==> config.mk <==
export PLATFORM = sky130hd
export DESIGN_NAME = mem_arbiter
export DESIGN_NICKNAME = d
export VERILOG_FILES = /design/src/rtl/mem_arbiter.sv
export SDC_FILE = /design/constraint.sdc
export NUM_CORES = 1
export LEC_CHECK = 0
export CORE_MARGIN = 2
export CORE_UTILIZATION = 42
export CTS_CLUSTER_SIZE = 25
export DETAILED_ROUTE_END_ITERATION = 7
export PLACE_DENSITY = 0.8
export SYNTH_ARGS = -nofsm -noshare
export SYNTH_HDL_FRONTEND = slang
export SYNTH_SLANG_ARGS = --single-unit
==> constraint.sdc <==
create_clock -name clk_i -period 1.9 [get_ports clk_i]
set_input_delay 0.19 -clock clk_i [delete_from_list [all_inputs] [get_ports clk_i]]
set_output_delay 0.19 -clock clk_i [all_outputs]
set_load 0.01 [all_outputs]
==> src/rtl/mem_arbiter.sv <==
// Two-requester (instruction fetch / data) arbiter for a single-port memory.
// Ties go to the requester not granted last. A stalled memory is aborted after MAX_WAIT cycles.
module mem_arbiter #(
    parameter int ADDR_W   = 32,
    parameter int DATA_W   = 32,
    parameter int MAX_WAIT = 15
) (
    input  logic              clk_i,
    input  logic              rst_i,
    input  logic              ireq_i,
    input  logic [ADDR_W-1:0] iaddr_i,
    output logic              iack_o,
    output logic [DATA_W-1:0] irdata_o,
    input  logic              dreq_i,
    input  logic              dwe_i,
    input  logic [ADDR_W-1:0] daddr_i,
    input  logic [DATA_W-1:0] dwdata_i,
    output logic              dack_o,
    output logic [DATA_W-1:0] drdata_o,
    output logic              mem_req_o,
    output logic              mem_we_o,
    output logic [ADDR_W-1:0] mem_addr_o,
    output logic [DATA_W-1:0] mem_wdata_o,
    input  logic              mem_ack_i,
    input  logic [DATA_W-1:0] mem_rdata_i,
    output logic              stall_o,
    output logic              err_o
);

    localparam logic [1:0] IDLE  = 2'b00;
    localparam logic [1:0] ISERV = 2'b01;
    localparam logic [1:0] DSERV = 2'b10;

    localparam logic GNT_I = 1'b0;
    localparam logic GNT_D = 1'b1;

    localparam logic [7:0] MAX_WAIT_C = 8'(MAX_WAIT);

    // Abort pattern, truncated or zero-extended to the data width.
    function automatic logic [DATA_W-1:0] abort_word();
        logic [DATA_W+31:0] ext_v;
        ext_v = {{DATA_W{1'b0}}, 32'hDEADBEEF};
        return ext_v[DATA_W-1:0];
    endfunction

    logic [1:0]        state_r;
    logic [1:0]        state_nxt_s;
    logic              last_grant_r;
    logic              last_grant_nxt_s;
    logic [7:0]        wait_cnt_r;
    logic [7:0]        wait_cnt_nxt_s;
    logic [7:0]        wait_inc_s;
    logic              timeout_s;
    logic              i_elig_s;
    logic              d_elig_s;
    logic              grant_i_s;
    logic              grant_d_s;
    logic              mem_req_nxt_s;
    logic              mem_we_nxt_s;
    logic [ADDR_W-1:0] mem_addr_nxt_s;
    logic [DATA_W-1:0] mem_wdata_nxt_s;
    logic              iack_nxt_s;
    logic              dack_nxt_s;
    logic [DATA_W-1:0] irdata_nxt_s;
    logic [DATA_W-1:0] drdata_nxt_s;
    logic              err_nxt_s;

    // A requester is blocked for grant during its own ack cycle.
    always_comb begin
        i_elig_s   = ireq_i & ~iack_o;
        d_elig_s   = dreq_i & ~dack_o;
        grant_d_s  = d_elig_s & (~i_elig_s | (last_grant_r == GNT_I));
        grant_i_s  = i_elig_s & ~grant_d_s;
        wait_inc_s = wait_cnt_r + 8'd1;
        timeout_s  = (wait_inc_s == MAX_WAIT_C);
    end

    // Pipeline freeze while either requester is still waiting for its ack.
    assign stall_o = (ireq_i & ~iack_o) | (dreq_i & ~dack_o);

    // Next-state and next-output computation.
    always_comb begin
        state_nxt_s      = state_r;
        last_grant_nxt_s = last_grant_r;
        wait_cnt_nxt_s   = wait_cnt_r;
        mem_req_nxt_s    = mem_req_o;
        mem_we_nxt_s     = mem_we_o;
        mem_addr_nxt_s   = mem_addr_o;
        mem_wdata_nxt_s  = mem_wdata_o;
        iack_nxt_s       = 1'b0;
        dack_nxt_s       = 1'b0;
        irdata_nxt_s     = irdata_o;
        drdata_nxt_s     = drdata_o;
        err_nxt_s        = err_o;
        case (state_r)
            IDLE: begin
                if (grant_d_s) begin
                    state_nxt_s      = DSERV;
                    last_grant_nxt_s = GNT_D;
                    wait_cnt_nxt_s   = 8'd0;
                    mem_req_nxt_s    = 1'b1;
                    mem_we_nxt_s     = dwe_i;
                    mem_addr_nxt_s   = daddr_i;
                    mem_wdata_nxt_s  = dwdata_i;
                end else if (grant_i_s) begin
                    state_nxt_s      = ISERV;
                    last_grant_nxt_s = GNT_I;
                    wait_cnt_nxt_s   = 8'd0;
                    mem_req_nxt_s    = 1'b1;
                    mem_we_nxt_s     = 1'b0;
                    mem_addr_nxt_s   = iaddr_i;
                    mem_wdata_nxt_s  = {DATA_W{1'b0}};
                end else begin
                    state_nxt_s = IDLE;
                end
            end
            ISERV: begin
                if (mem_ack_i) begin
                    irdata_nxt_s  = mem_rdata_i;
                    iack_nxt_s    = 1'b1;
                    mem_req_nxt_s = 1'b0;
                    state_nxt_s   = IDLE;
                end else if (timeout_s) begin
                    irdata_nxt_s   = abort_word();
                    iack_nxt_s     = 1'b1;
                    err_nxt_s      = 1'b1;
                    mem_req_nxt_s  = 1'b0;
                    wait_cnt_nxt_s = wait_inc_s;
                    state_nxt_s    = IDLE;
                end else begin
                    wait_cnt_nxt_s = wait_inc_s;
                end
            end
            DSERV: begin
                if (mem_ack_i) begin
                    // A store acknowledges without touching the load-data register.
                    if (!mem_we_o) begin
                        drdata_nxt_s = mem_rdata_i;
                    end else begin
                        drdata_nxt_s = drdata_o;
                    end
                    dack_nxt_s    = 1'b1;
                    mem_req_nxt_s = 1'b0;
                    mem_we_nxt_s  = 1'b0;
                    state_nxt_s   = IDLE;
                end else if (timeout_s) begin
                    drdata_nxt_s   = abort_word();
                    dack_nxt_s     = 1'b1;
                    err_nxt_s      = 1'b1;
                    mem_req_nxt_s  = 1'b0;
                    mem_we_nxt_s   = 1'b0;
                    wait_cnt_nxt_s = wait_inc_s;
                    state_nxt_s    = IDLE;
                end else begin
                    wait_cnt_nxt_s = wait_inc_s;
                end
            end
            default: begin
                state_nxt_s   = IDLE;
                mem_req_nxt_s = 1'b0;
                mem_we_nxt_s  = 1'b0;
            end
        endcase
    end

    // State and registered outputs; reset abandons any transaction in flight.
    always_ff @(posedge clk_i or negedge rst_i) begin
        if (!rst_i) begin
            state_r      <= IDLE;
            last_grant_r <= GNT_I;
            wait_cnt_r   <= 8'd0;
            mem_req_o    <= 1'b0;
            mem_we_o     <= 1'b0;
            mem_addr_o   <= {ADDR_W{1'b0}};
            mem_wdata_o  <= {DATA_W{1'b0}};
            iack_o       <= 1'b0;
            dack_o       <= 1'b0;
            irdata_o     <= {DATA_W{1'b0}};
            drdata_o     <= {DATA_W{1'b0}};
            err_o        <= 1'b0;
        end else begin
            state_r      <= state_nxt_s;
            last_grant_r <= last_grant_nxt_s;
            wait_cnt_r   <= wait_cnt_nxt_s;
            mem_req_o    <= mem_req_nxt_s;
            mem_we_o     <= mem_we_nxt_s;
            mem_addr_o   <= mem_addr_nxt_s;
            mem_wdata_o  <= mem_wdata_nxt_s;
            iack_o       <= iack_nxt_s;
            dack_o       <= dack_nxt_s;
            irdata_o     <= irdata_nxt_s;
            drdata_o     <= drdata_nxt_s;
            err_o        <= err_nxt_s;
        end
    end

endmodule

# Yosys cells after proc, flatten, opt, wreduce, memory -nomap -nowiden
# Cells that the tools add are included.
[totals]
elab_cells = 76
inputBits = 134
out_inout_bits = 134
regBits = 144
[op_classes]
n_eq_ne = 8
muxes = 30
n_bitwise = 13
n_addsub = 1
reduce_logical = 12
[op_table]
columns = ["operator", "n"]
rows = [
  ["$mux 32", 8],
  ["$mux 8", 3],
  ["$pmux 8 s2", 1],
  ["$mux 1", 12],
  ["$reduce_and 3->1", 4],
  ["$add 8x1->8 const B", 1],
  ["$eq 8x4->1 const B", 1],
  ["$not 1->1", 7],
  ["$mux 2", 3],
  ["$ne 3x3->1 const B", 2],
  ["$reduce_and 2->1", 3],
  ["$reduce_bool 2->1", 3],
  ["$and 1x1->1", 4],
  ["$ne 2x2->1 const B", 2],
  ["$pmux 2 s2", 1],
  ["$ne 3x1->1 const B", 1],
  ["$pmux 1 s3", 1],
  ["$eq 2x1->1 const B", 1],
  ["$eq 2x2->1 const B", 1],
  ["$logic_not 2->1", 1],
  ["$or 1x1->1", 2],
  ["$pmux 1 s2", 1],
  ["$reduce_or 2->1", 1],
]

# Depth between registers and ports, before layout
# Gate-level depths: netlist of the first run.
[logic_depth]
depth_word = 10
depth_mapped = 8
mapped_depth_nobuf = 7

# Least setup slack after synthesis of the first run
# No wires, ideal clock.
[synth_timing]
path_kind = "flip-flop to flip-flop"
start = "register wait_cnt_r[0]"
end = "register drdata_o[16]"
n_path_buf = 1
t_required_ps = 1827
period_less_slack_ps = 1707
t_arrival_ps = 1634
path_stages_with_launch = 9
path_slack_ps = 193
setup_ps = 73
path_cell_list = "dfrtp_1 ha_1 xor2_1 nand4b_2 o21bai_4 nand2_4 clkinv_4 buf_12 a2bb2oi_2"
[synth_between]
elab_chain_len = 4
[synth_rtl]
columns = ["item", "line_no", "rtl"]
rows = [
  ["start, declared", "50", "logic [7:0] wait_cnt_r;"],
  ["start signal, assigned", "184", "wait_cnt_r <= wait_cnt_nxt_s;"],
  ["$add 8x1->8", "74", "wait_inc_s = wait_cnt_r + 8'd1;"],
  ["$eq 8x4->1", "75", "timeout_s = (wait_inc_s == MAX_WAIT_C);"],
  ["$reduce_bool 2->1 (no source line)", "-", ""],
  ["$reduce_and 3->1 (no source line)", "-", ""],
  ["end signal, assigned", "179", "drdata_o <= {DATA_W{1'b0}};"],
  ["end signal, assigned", "192", "drdata_o <= drdata_nxt_s;"],
  ["end, declared", "19", "output logic [DATA_W-1:0] drdata_o,"],
]
# No other way between the ends.
# A chain may end at the register's enable or synchronous reset.

# Final worst setup path of the first run
[layout_timing]
start = "register mem_we_o"
end = "output mem_we_o"
[layout_lines]
columns = ["item", "line_no", "rtl"]
rows = [
  ["start, declared", "21", "output logic mem_we_o,"],
  ["start signal, assigned", "186", "mem_we_o <= mem_we_nxt_s;"],
]
# No word-level cell between the ends.

==> impl_metrics.tcl, run 1 <==
set metrics [dict create \
    outcome "complete, no violations" \
    clock_skew_ns 0.00871 \
    ctsLongestPathBuffers 2 \
    antenna_left 0 \
    area_growth_pct 58.2 \
    use_met1_pct 31.3 \
    gp_congestion 0.884 \
    cp.depth 1 \
    syn_nets 620 \
    dr_total_vias 5136 \
    wl_per_cell_um 19.4 \
    cpMaxStageDelayCell "clkdlybuf4s50_1" \
    r2r_cells 7 \
    h-tree-depth 4 \
    finalCritPeriodShare_pct 95.2 \
    slew_viol_final 0 \
    dr.pass1.iters 4 \
    critPathArrivalTime_ns 1.62 \
    ios 268 \
    yosysSeqAreaShare_pct 59.2 \
    hold_viol 0 \
    post-cts-setup-buffers 0 \
    ys_seq_elements 144 \
    rows 43 \
    drt_iter0_markers 263 \
    min_path_cells 3 \
    port_buffers 267 \
    syn_inst 481 \
    cts_buffers 17 \
    crit_chain "clkdlybuf4s50_1" \
    synth_top_area_share_pct 59.2 \
    grt_max_degree 67 \
    cts_sinks 144 \
    clockRootBuffer "clkbuf_16" \
    die_width_um 124 \
    clkLatencyLatePin_ns 0.42 \
    use_met3_pct 7.60 \
    cts_tree "done" \
    slew-limit-headroom_pct 60.6 \
    grt_util_all_layers_pct 24.0 \
    path_buf_inv 1 \
    ys_top_cells_by_area "dfrtp_1 (59%), a22o_1 (8.1%), mux2i_1 (5.4%)" \
    hpwlAfterDp_um 13200 \
    drv_cap 0 \
    power.static_leakage_nw 4.21 \
    yosys.area.top_type "dfrtp_1" \
    crit_fanout 11 \
    critPathMaxStageDelay_ns 0.62 \
    path_clk_slew_ns 0.06 \
    grt_pass1_vias 5334 \
    drc 0 \
    layout-drive-gt1-share_pct 10.4 \
    dieHeight_um 124 \
    hold_class "in2reg" \
    grt_busiest_layer "met2" \
    grt_pass1_wl_um 29500 \
    fin_cells 946 \
    core_sq_um 14000 \
    vias_per_cell 5.43 \
    n_antenna_cell 0 \
    die_area_sq_um 15500 \
    postSynthAreaPerCell_sq_um 12.7 \
    finalNetCount 892 \
    setup_viol 0 \
    initial_core_util_pct 43.3 \
    worstPathRequired_ns 1.71 \
    grt_setup_unrepaired "yes" \
    crit_type "reg2out" \
    worst_slew_pin_slew_ns 0.589 \
    holdWs_ns 0.238 \
    ys_types 42 \
    wirelength_um 18300 \
    min_period_ns 1.81 \
    powerDensity_nw_per_um2 1690 \
    fillers 948 \
    fmaxAchievable_mhz 553 \
    use_met2_pct 37.8 \
    worst_ir_drop_vdd_uv 924 \
    endpoint_kind "output pin" \
    cp-start-kind "flip-flop" \
    dpl.cell_count 912 \
    antenna_found_initial 0 \
    syn_area_sq_um 6090 \
    yosysWarningCount 0 \
    path_delay_family "buffers and inverters" \
    overflow 0 \
]
power breakdown:
group          internal, mW  switching (mW)  leakage (nW)  total [mW]
clock network          2.17            1.23         0.301        3.40
registers              4.44           0.951          1.76        5.39
logic                  4.18            3.27          2.14        7.45
timing repair:
| item | in CTS | in global routing |
|---|---|---|
| hold buffers | 1 | 0 |
| gates cloned | 0 | 1 |
| resized for setup | 2 | 3 |
| setup endpoints to repair | 2 | 30 |
| hold endpoints to repair | 39 | 0 |
final timing paths:
| check | slack (ns) | endpoint | startpoint |
|---|---|---|---|
| setup / recovery | 0.09 | mem_we_o | mem_we_o |
| hold / removal | 0.24 | err_o | mem_ack_i |
| setup reg to reg | 0.10 | drdata_o[0] | wait_cnt_r[0] |
| hold reg to reg | 0.47 | err_o | err_o |
| max in group asynchronous | 0.92 | mem_wdata_o[22] | rst_i |
| min in group asynchronous | 0.25 | drdata_o[0] | rst_i |
cells in the mapped netlist (all sizes together):
master,instances
o31ai,1
nand4,1
nor3,1
a21oi,2
and3,2
xor2,2
o22a,24
o22ai,25
o21ai,45
nand2b,3
dfrtp,144
mux2i,33
nor2b,2
nand2,46
ha,5
a31oi,1
o41ai,1
a21o,3
buf,17
a22o,56
and2,1
nand3,3
nand4b,1
clkbuf,17
nor2,8
a2bb2oi,24
xnor2,2
o21bai,1
a311o,1
clkinv,2
inv,7
per-layer routing:
| layer | part of all wire (%) | up-vias |
|---|---|---|
| met1 | 43 | 2533 |
| met4 | 2.3 | 0 |
| met3 | 7.9 | 30 |
| met5 | 0 | - |
| met2 | 47 | 229 |
| li1 | - | 2344 |
metrics by stage:
step,worst slack (ns),instance area (sq um),power [mW],setup TNS (ns),util [%]
after floorplan,0.193,6090,8.86,0,-
after global placement,0.124,8980,12.6,0,64.0
after detailed placement,-0.00188,8980,12.8,-0.00188,64.0
after CTS,0.0256,9610,16.3,0,68.4
after global routing,-0.00473,9630,17.1,-0.00869,68.6
final,0.0910,9630,16.2,0,68.6
flip-flops by register name (all words and copies together) (netlist names):
| name | count |
|---|---|
| dack_o | 1 |
| drdata_o | 32 |
| err_o | 1 |
| iack_o | 1 |
| irdata_o | 32 |
| last_grant_r | 1 |
| mem_addr_o | 32 |
| mem_req_o | 1 |
| mem_wdata_o | 32 |
| mem_we_o | 1 |
| state_r | 2 |
| wait_cnt_r | 8 |
cell type report:
class	instances	area, sq um	share of cell area (%)
flip-flops and latches	144	3600	37.4
clock inverters	9	131	1.36
repair inverters	1	8.76	0.0910
repair buffers	286	2880	29.9
well taps	180	225	2.34
multi-input cells	294	2250	23.4
clock buffers	23	478	4.96
inverters	9	53.8	0.559
logic make-up after synthesis:
logic type	share of synthesized area, %
muxes	5.43
and+or+nand+nor	5.12
xor gates and xnor gates	0.699
adders and majority gates	1.03
DFF	59.2
buffers and inverters	3.95
AOI/OAI and AO/OA	24.6
cell usage in the layout (no fill, tap or decap), types with 6 or more instances in the layout:
cell type and instances:
clkdlybuf4s50_1 264, dfrtp_1 144, a22o_1 56, o21ai_0 44, nand2_1 43, mux2i_1 33
o22a_1 24, o22ai_1 24, a2bb2oi_2 19, clkbuf_16 17, buf_4 13, nor2_1 7
inv_1 6
Power figures use the tool's default switching activity.
==> run 2: changes to the inputs <==
==> constraint.sdc (replaced) <==
create_clock -name clk_i -period 1.75 [get_ports clk_i]
set_input_delay 0.175 -clock clk_i [delete_from_list [all_inputs] [get_ports clk_i]]
set_output_delay 0.175 -clock clk_i [all_outputs]
set_load 0.01 [all_outputs]
==> run 2 against run 1 <==
  * The flow now finishes with violations (setup timing)
  * Cell area is 2.5% higher
  * Count of clock-buffer cells in the layout is 5 lower
  * Largest cell class unchanged
  * Sequential cell count stayed put
  * Sequential power is 8.3% higher
==> impl_metrics.tcl, run 2 (synthesis results as in run 1) <==
set metrics [dict create \
    dpl.cell_count 918 \
    hold_class "in2reg" \
    rows 43 \
    cts_buffers 17 \
    drt_iter0_markers 232 \
    grt_util_all_layers_pct 24.8 \
    violations "setup timing" \
    holdWs_ns 0.224 \
    cts_sinks 144 \
    min_path_cells 3 \
    die_width_um 124 \
    slew_viol_final 0 \
    hpwlAfterDp_um 13500 \
    crit_fanout 6 \
    core_sq_um 14000 \
    worst_slew_pin_slew_ns 0.510 \
    antenna_found_initial 0 \
    drv_cap 0 \
    worstPathRequired_ns 2.06 \
    antenna_left 0 \
    setup_viol 33 \
    dr_total_vias 5265 \
    drc 0 \
    clockRootBuffer "clkbuf_16" \
    h-tree-depth 4 \
    initial_core_util_pct 43.3 \
    clock_skew_ns 0.00849 \
    timing.setup.tns_ns -0.972 \
    grt_pass1_vias 5443 \
    power.static_leakage_nw 4.29 \
    path_clk_slew_ns 0.06 \
    die_area_sq_um 15500 \
    wirelength_um 19300 \
    grt_pass1_wl_um 30100 \
    finalCritPeriodShare_pct 104 \
    clkLatencyLatePin_ns 0.42 \
    cp-start-kind "flip-flop" \
    utilization_pct 70.3 \
    min_period_ns 1.82 \
    postLayoutSetupSlackWorst_ns -0.0709 \
    dieHeight_um 124 \
    worst_ir_drop_vdd_uv 1090 \
    dr.pass1.iters 5 \
    overflow 0 \
    r2r_cells 7 \
    vias_per_cell 5.49 \
    grt_max_degree 54 \
    ios 268 \
    gp_congestion 0.881 \
    hold_viol 0 \
    fin_cells 959 \
    dpl_cell_area_sq_um 9050 \
    area_growth_pct 62.1 \
    final_cell_mix "clkdlybuf4s50_1 (264), dfrtp_1 (144), a22o_1 (56)" \
    post-place-ws_ns -0.126 \
    powerDensity_nw_per_um2 1800 \
    port_buffers 267 \
    slew-limit-headroom_pct 66.0 \
    layout_commonest_cell "clkdlybuf4s50_1" \
    fmaxAchievable_mhz 549 \
    outcome "finished, violations left" \
    total_power_mw 17.8 \
    crit_type "reg2reg" \
    n_antenna_cell 0 \
    cts_tree "done" \
    critPathArrivalTime_ns 2.13 \
    ctsLongestPathBuffers 2 \
    post-route-cell-area_sq_um 9870 \
    wl_per_cell_um 20.1 \
    endpoint_kind "flip-flop" \
    layout-drive-gt1-share_pct 14.2 \
    finalNetCount 905 \
    grt_setup_unrepaired "yes" \
]
## run 2: cell types whose count changed in the layout (fill, tap and decap cells not counted), moves of 2 or more
cell        before  now
buf_4           13   20
a2bb2oi_1        5    1
a2bb2oi_2       19   23
clkinvlp_4       0    4
buf_12           5    8
clkbuf_1         3    0
ha_1             5    2
ha_2             0    3
clkbuf_8         3    1
clkinv_2         3    5
inv_6            1    3
nand2_8          0    2
nor2_1           7    5
nor2_2           1    3
## run 2: cell type report
type	instances	area, sq um
fill	948	4180
sequential	144	3600
timing repair buffer	296	2990
multi-input combinational	295	2380
clock buffer	18	439
tap	180	225
clock inverter	14	141
inverter	9	58.8
timing repair inverter	3	33.8
## run 2: critical path: stages (launching register included)
cell	delay, ns
dfrtp_1	0.39
ha_2	0.22
xor2_2	0.21
nand4b_4	0.14
o21bai_4	0.21
buf_12	0.15
nand2_8	0.12
a22o_1	0.25
## run 2: worst paths after layout
check / to / start / slack [ns]
min in group asynchronous: drdata_o[31] / rst_i / 0.24
hold / removal: err_o / mem_ack_i / 0.22
setup / recovery: irdata_o[22] / wait_cnt_r[0] / -0.07
setup reg to reg: irdata_o[22] / wait_cnt_r[0] / -0.07
hold reg to reg: err_o / err_o / 0.46
max in group asynchronous: mem_addr_o[27] / rst_i / 0.88
## run 2: power by group
group	switching, mW	internal [mW]	leakage, nW	total [mW]
Sequential	1.03	4.82	1.76	5.84
Clock	1.42	2.13	0.278	3.55
Combinational	3.71	4.69	2.25	8.39
Total	6.16	11.6	4.29	17.8
## run 2: layer usage
layer,up-vias,global-route usage (%),part of all wire [%]
met5,-,0,0
met4,0,8.13,2.2
met3,36,8.38,8.2
met2,282,39.8,48
met1,2573,31.8,41
li1,2374,-,-
## run 2: repair_timing
| item | in CTS | in global routing |
|---|---|---|
| cloned | 3 | 1 |
| setup buffers | 3 | 1 |
| pin swaps | 16 | 5 |
| endpoints found under the setup margin | 66 | 68 |
| gates resized for setup | 12 | 16 |
| hold buffers | 1 | 0 |
| endpoints found under the hold margin | 39 | 0 |
==> run 3: changes to the inputs <==
--- a/config.mk
+++ b/config.mk
@@ -5,7 +5,6 @@
 export SDC_FILE = /design/constraint.sdc
 export NUM_CORES = 1
 export LEC_CHECK = 0
-export CORE_MARGIN = 2
 export CORE_UTILIZATION = 42
 export CTS_CLUSTER_SIZE = 25
 export DETAILED_ROUTE_END_ITERATION = 7
==> run 3 against run 2 <==
  * The flow still finishes with violations (setup timing)
  * Worst setup slack improved by 0.048 ns
  * Count of clock-buffer cells in the layout rose by 3
  * Sequential share of layout area rose by 0.18 points
  * Power fell by 0.63%
  * Non-clock buffer count fell by 5
  * Fmax rose by 2.7%
  * Critical path type unchanged
  * Largest power group unchanged
==> impl_metrics.tcl, run 3 (synthesis results as in run 1) <==
set metrics [dict create \
    fin_cells 953 \
    violations "setup timing" \
    layout_commonest_cell "clkdlybuf4s50_1" \
    crit_fanout 6 \
    min_period_ns 1.77 \
    vias_per_cell 5.50 \
    cp-start-kind "flip-flop" \
    die_width_um 122 \
    path_clk_slew_ns 0.06 \
    grt_setup_unrepaired "yes" \
    critPathMaxStageDelay_ns 0.38 \
    grt_util_all_layers_pct 24.7 \
    antenna_left 0 \
    slew-limit-headroom_pct 66.5 \
    antenna_found_initial 0 \
    layout-drive-gt1-share_pct 13.6 \
    slew_viol_final 0 \
    h-tree-depth 4 \
    crit_type "reg2reg" \
    dpl.cell_count 912 \
    seqCellArea_sq_um 3600 \
    worst_slew_pin_slew_ns 0.502 \
    gp_congestion 0.786 \
    ios 268 \
    total_power_mw 17.7 \
    worst_ir_drop_vdd_uv 986 \
    cpMaxStageDelayCell "dfrtp_1" \
    core_sq_um 14000 \
    cts_sinks 144 \
    hold_viol 0 \
    drt_iter0_markers 156 \
    multi_input_area_sq_um 2390 \
    wirelength_um 18700 \
    cts_tree "done" \
    power.static_leakage_nw 4.26 \
    die_area_sq_um 15000 \
    fmaxAchievable_mhz 564 \
    clockRootBuffer "clkbuf_16" \
    fillers 989 \
    grt_max_degree 98 \
    critPathArrivalTime_ns 2.08 \
    grt_pass1_wl_um 27800 \
    hold_class "in2reg" \
    area_growth_pct 61.4 \
    outcome "finished, violations left" \
    rows 43 \
    initial_core_util_pct 43.5 \
    dr.pass1.iters 4 \
    crit_chain "buf_4, inv_1, ha_4, nand4b_4, o21bai_4, buf_6, nand2_8, a22o_1" \
    overflow 0 \
    finalCritPeriodShare_pct 101 \
    drc 0 \
    ctsLongestPathBuffers 2 \
    n_antenna_cell 0 \
    worstPathRequired_ns 2.06 \
    grt_pass1_vias 5340 \
    dieHeight_um 122 \
    endpoint_kind "flip-flop" \
    port_buffers 267 \
    final_cell_mix "clkdlybuf4s50_1 (264), dfrtp_1 (143), a22o_1 (56)" \
    wl_per_cell_um 19.7 \
    cts_buffers 17 \
    powerDensity_nw_per_um2 1800 \
    drv_cap 0 \
    finalNetCount 900 \
    holdWs_ns 0.218 \
    setup_viol 9 \
    clkLatencyLatePin_ns 0.43 \
    path_delay_family "compound AO/OA/AOI/OAI gates" \
    postLayoutSetupSlackWorst_ns -0.0225 \
    timing.setup.tns_ns -0.133 \
    clock_skew_ns 0.00924 \
    dr_total_vias 5240 \
    path_buf_inv 3 \
    hpwlAfterDp_um 13000 \
]
## run 3: cell types whose count changed in the layout (fill, tap and decap cells not counted), sizes merged
cell / change
clkinv: -1
clkbuf: +3
inv: -1
buf: -5
clkinvlp: -2
## run 3: worst paths after layout
| path | from | end | slack, ns | depth (start not counted) |
|---|---|---|---|---|
| min reg2reg | err_o | err_o | 0.47 | 1 |
| min | mem_ack_i | drdata_o[14] | 0.22 | 2 |
| max | wait_cnt_r[0] | irdata_o[20] | -0.02 | 8 |
| min in group asynchronous | rst_i | drdata_o[0] | 0.25 | 2 |
| max in group asynchronous | rst_i | mem_wdata_o[15] | 0.76 | 3 |
| max reg2reg | wait_cnt_r[0] | irdata_o[20] | -0.02 | 8 |
## run 3: metal layers
metal	routed length [um]	vias to the layer above	GRT usage [%]
met4	562	0	11.4
li1	-	2362	-
met2	9160	245	41.3
met3	1800	38	9.34
met1	7210	2595	27.9
met5	0	-	0
## run 3: area by class of cell
class	count	area share, %
clock buffers	21	4.69
clock inverters	10	1.15
inverters	9	0.599
multi-input cells	295	24.3
flip-flops and latches	144	36.7
well taps	180	2.29
repair buffers	291	29.9
repair inverters	3	0.344
## run 3: power breakdown
group / switching (mW) / internal (mW)
sequential: 1.06 / 4.82
clock: 1.35 / 2.16
combinational: 3.65 / 4.65
total: 6.05 / 11.6
## run 3: per-stage QoR
stage	util (%)	instance area [sq um]	setup slack (ns)
finish	70.2	9820	-0.0225
floorplan	-	6090	0.0431
global placement	64.2	8980	-0.0692
CTS	69.4	9700	-0.0434
detailed placement	64.2	8980	-0.153
global route	70.2	9820	-0.0834
## run 3: repair_timing
action / 4_1_cts / 5_1_grt
gates resized for setup: 21 / 22
endpoints found under the setup margin: 69 / 68
buffers inserted: 5 / 2
pin swaps: 20 / 6
gates cloned: 4 / 0
hold buffers: 1 / 0
hold endpoints to repair: 46 / 0
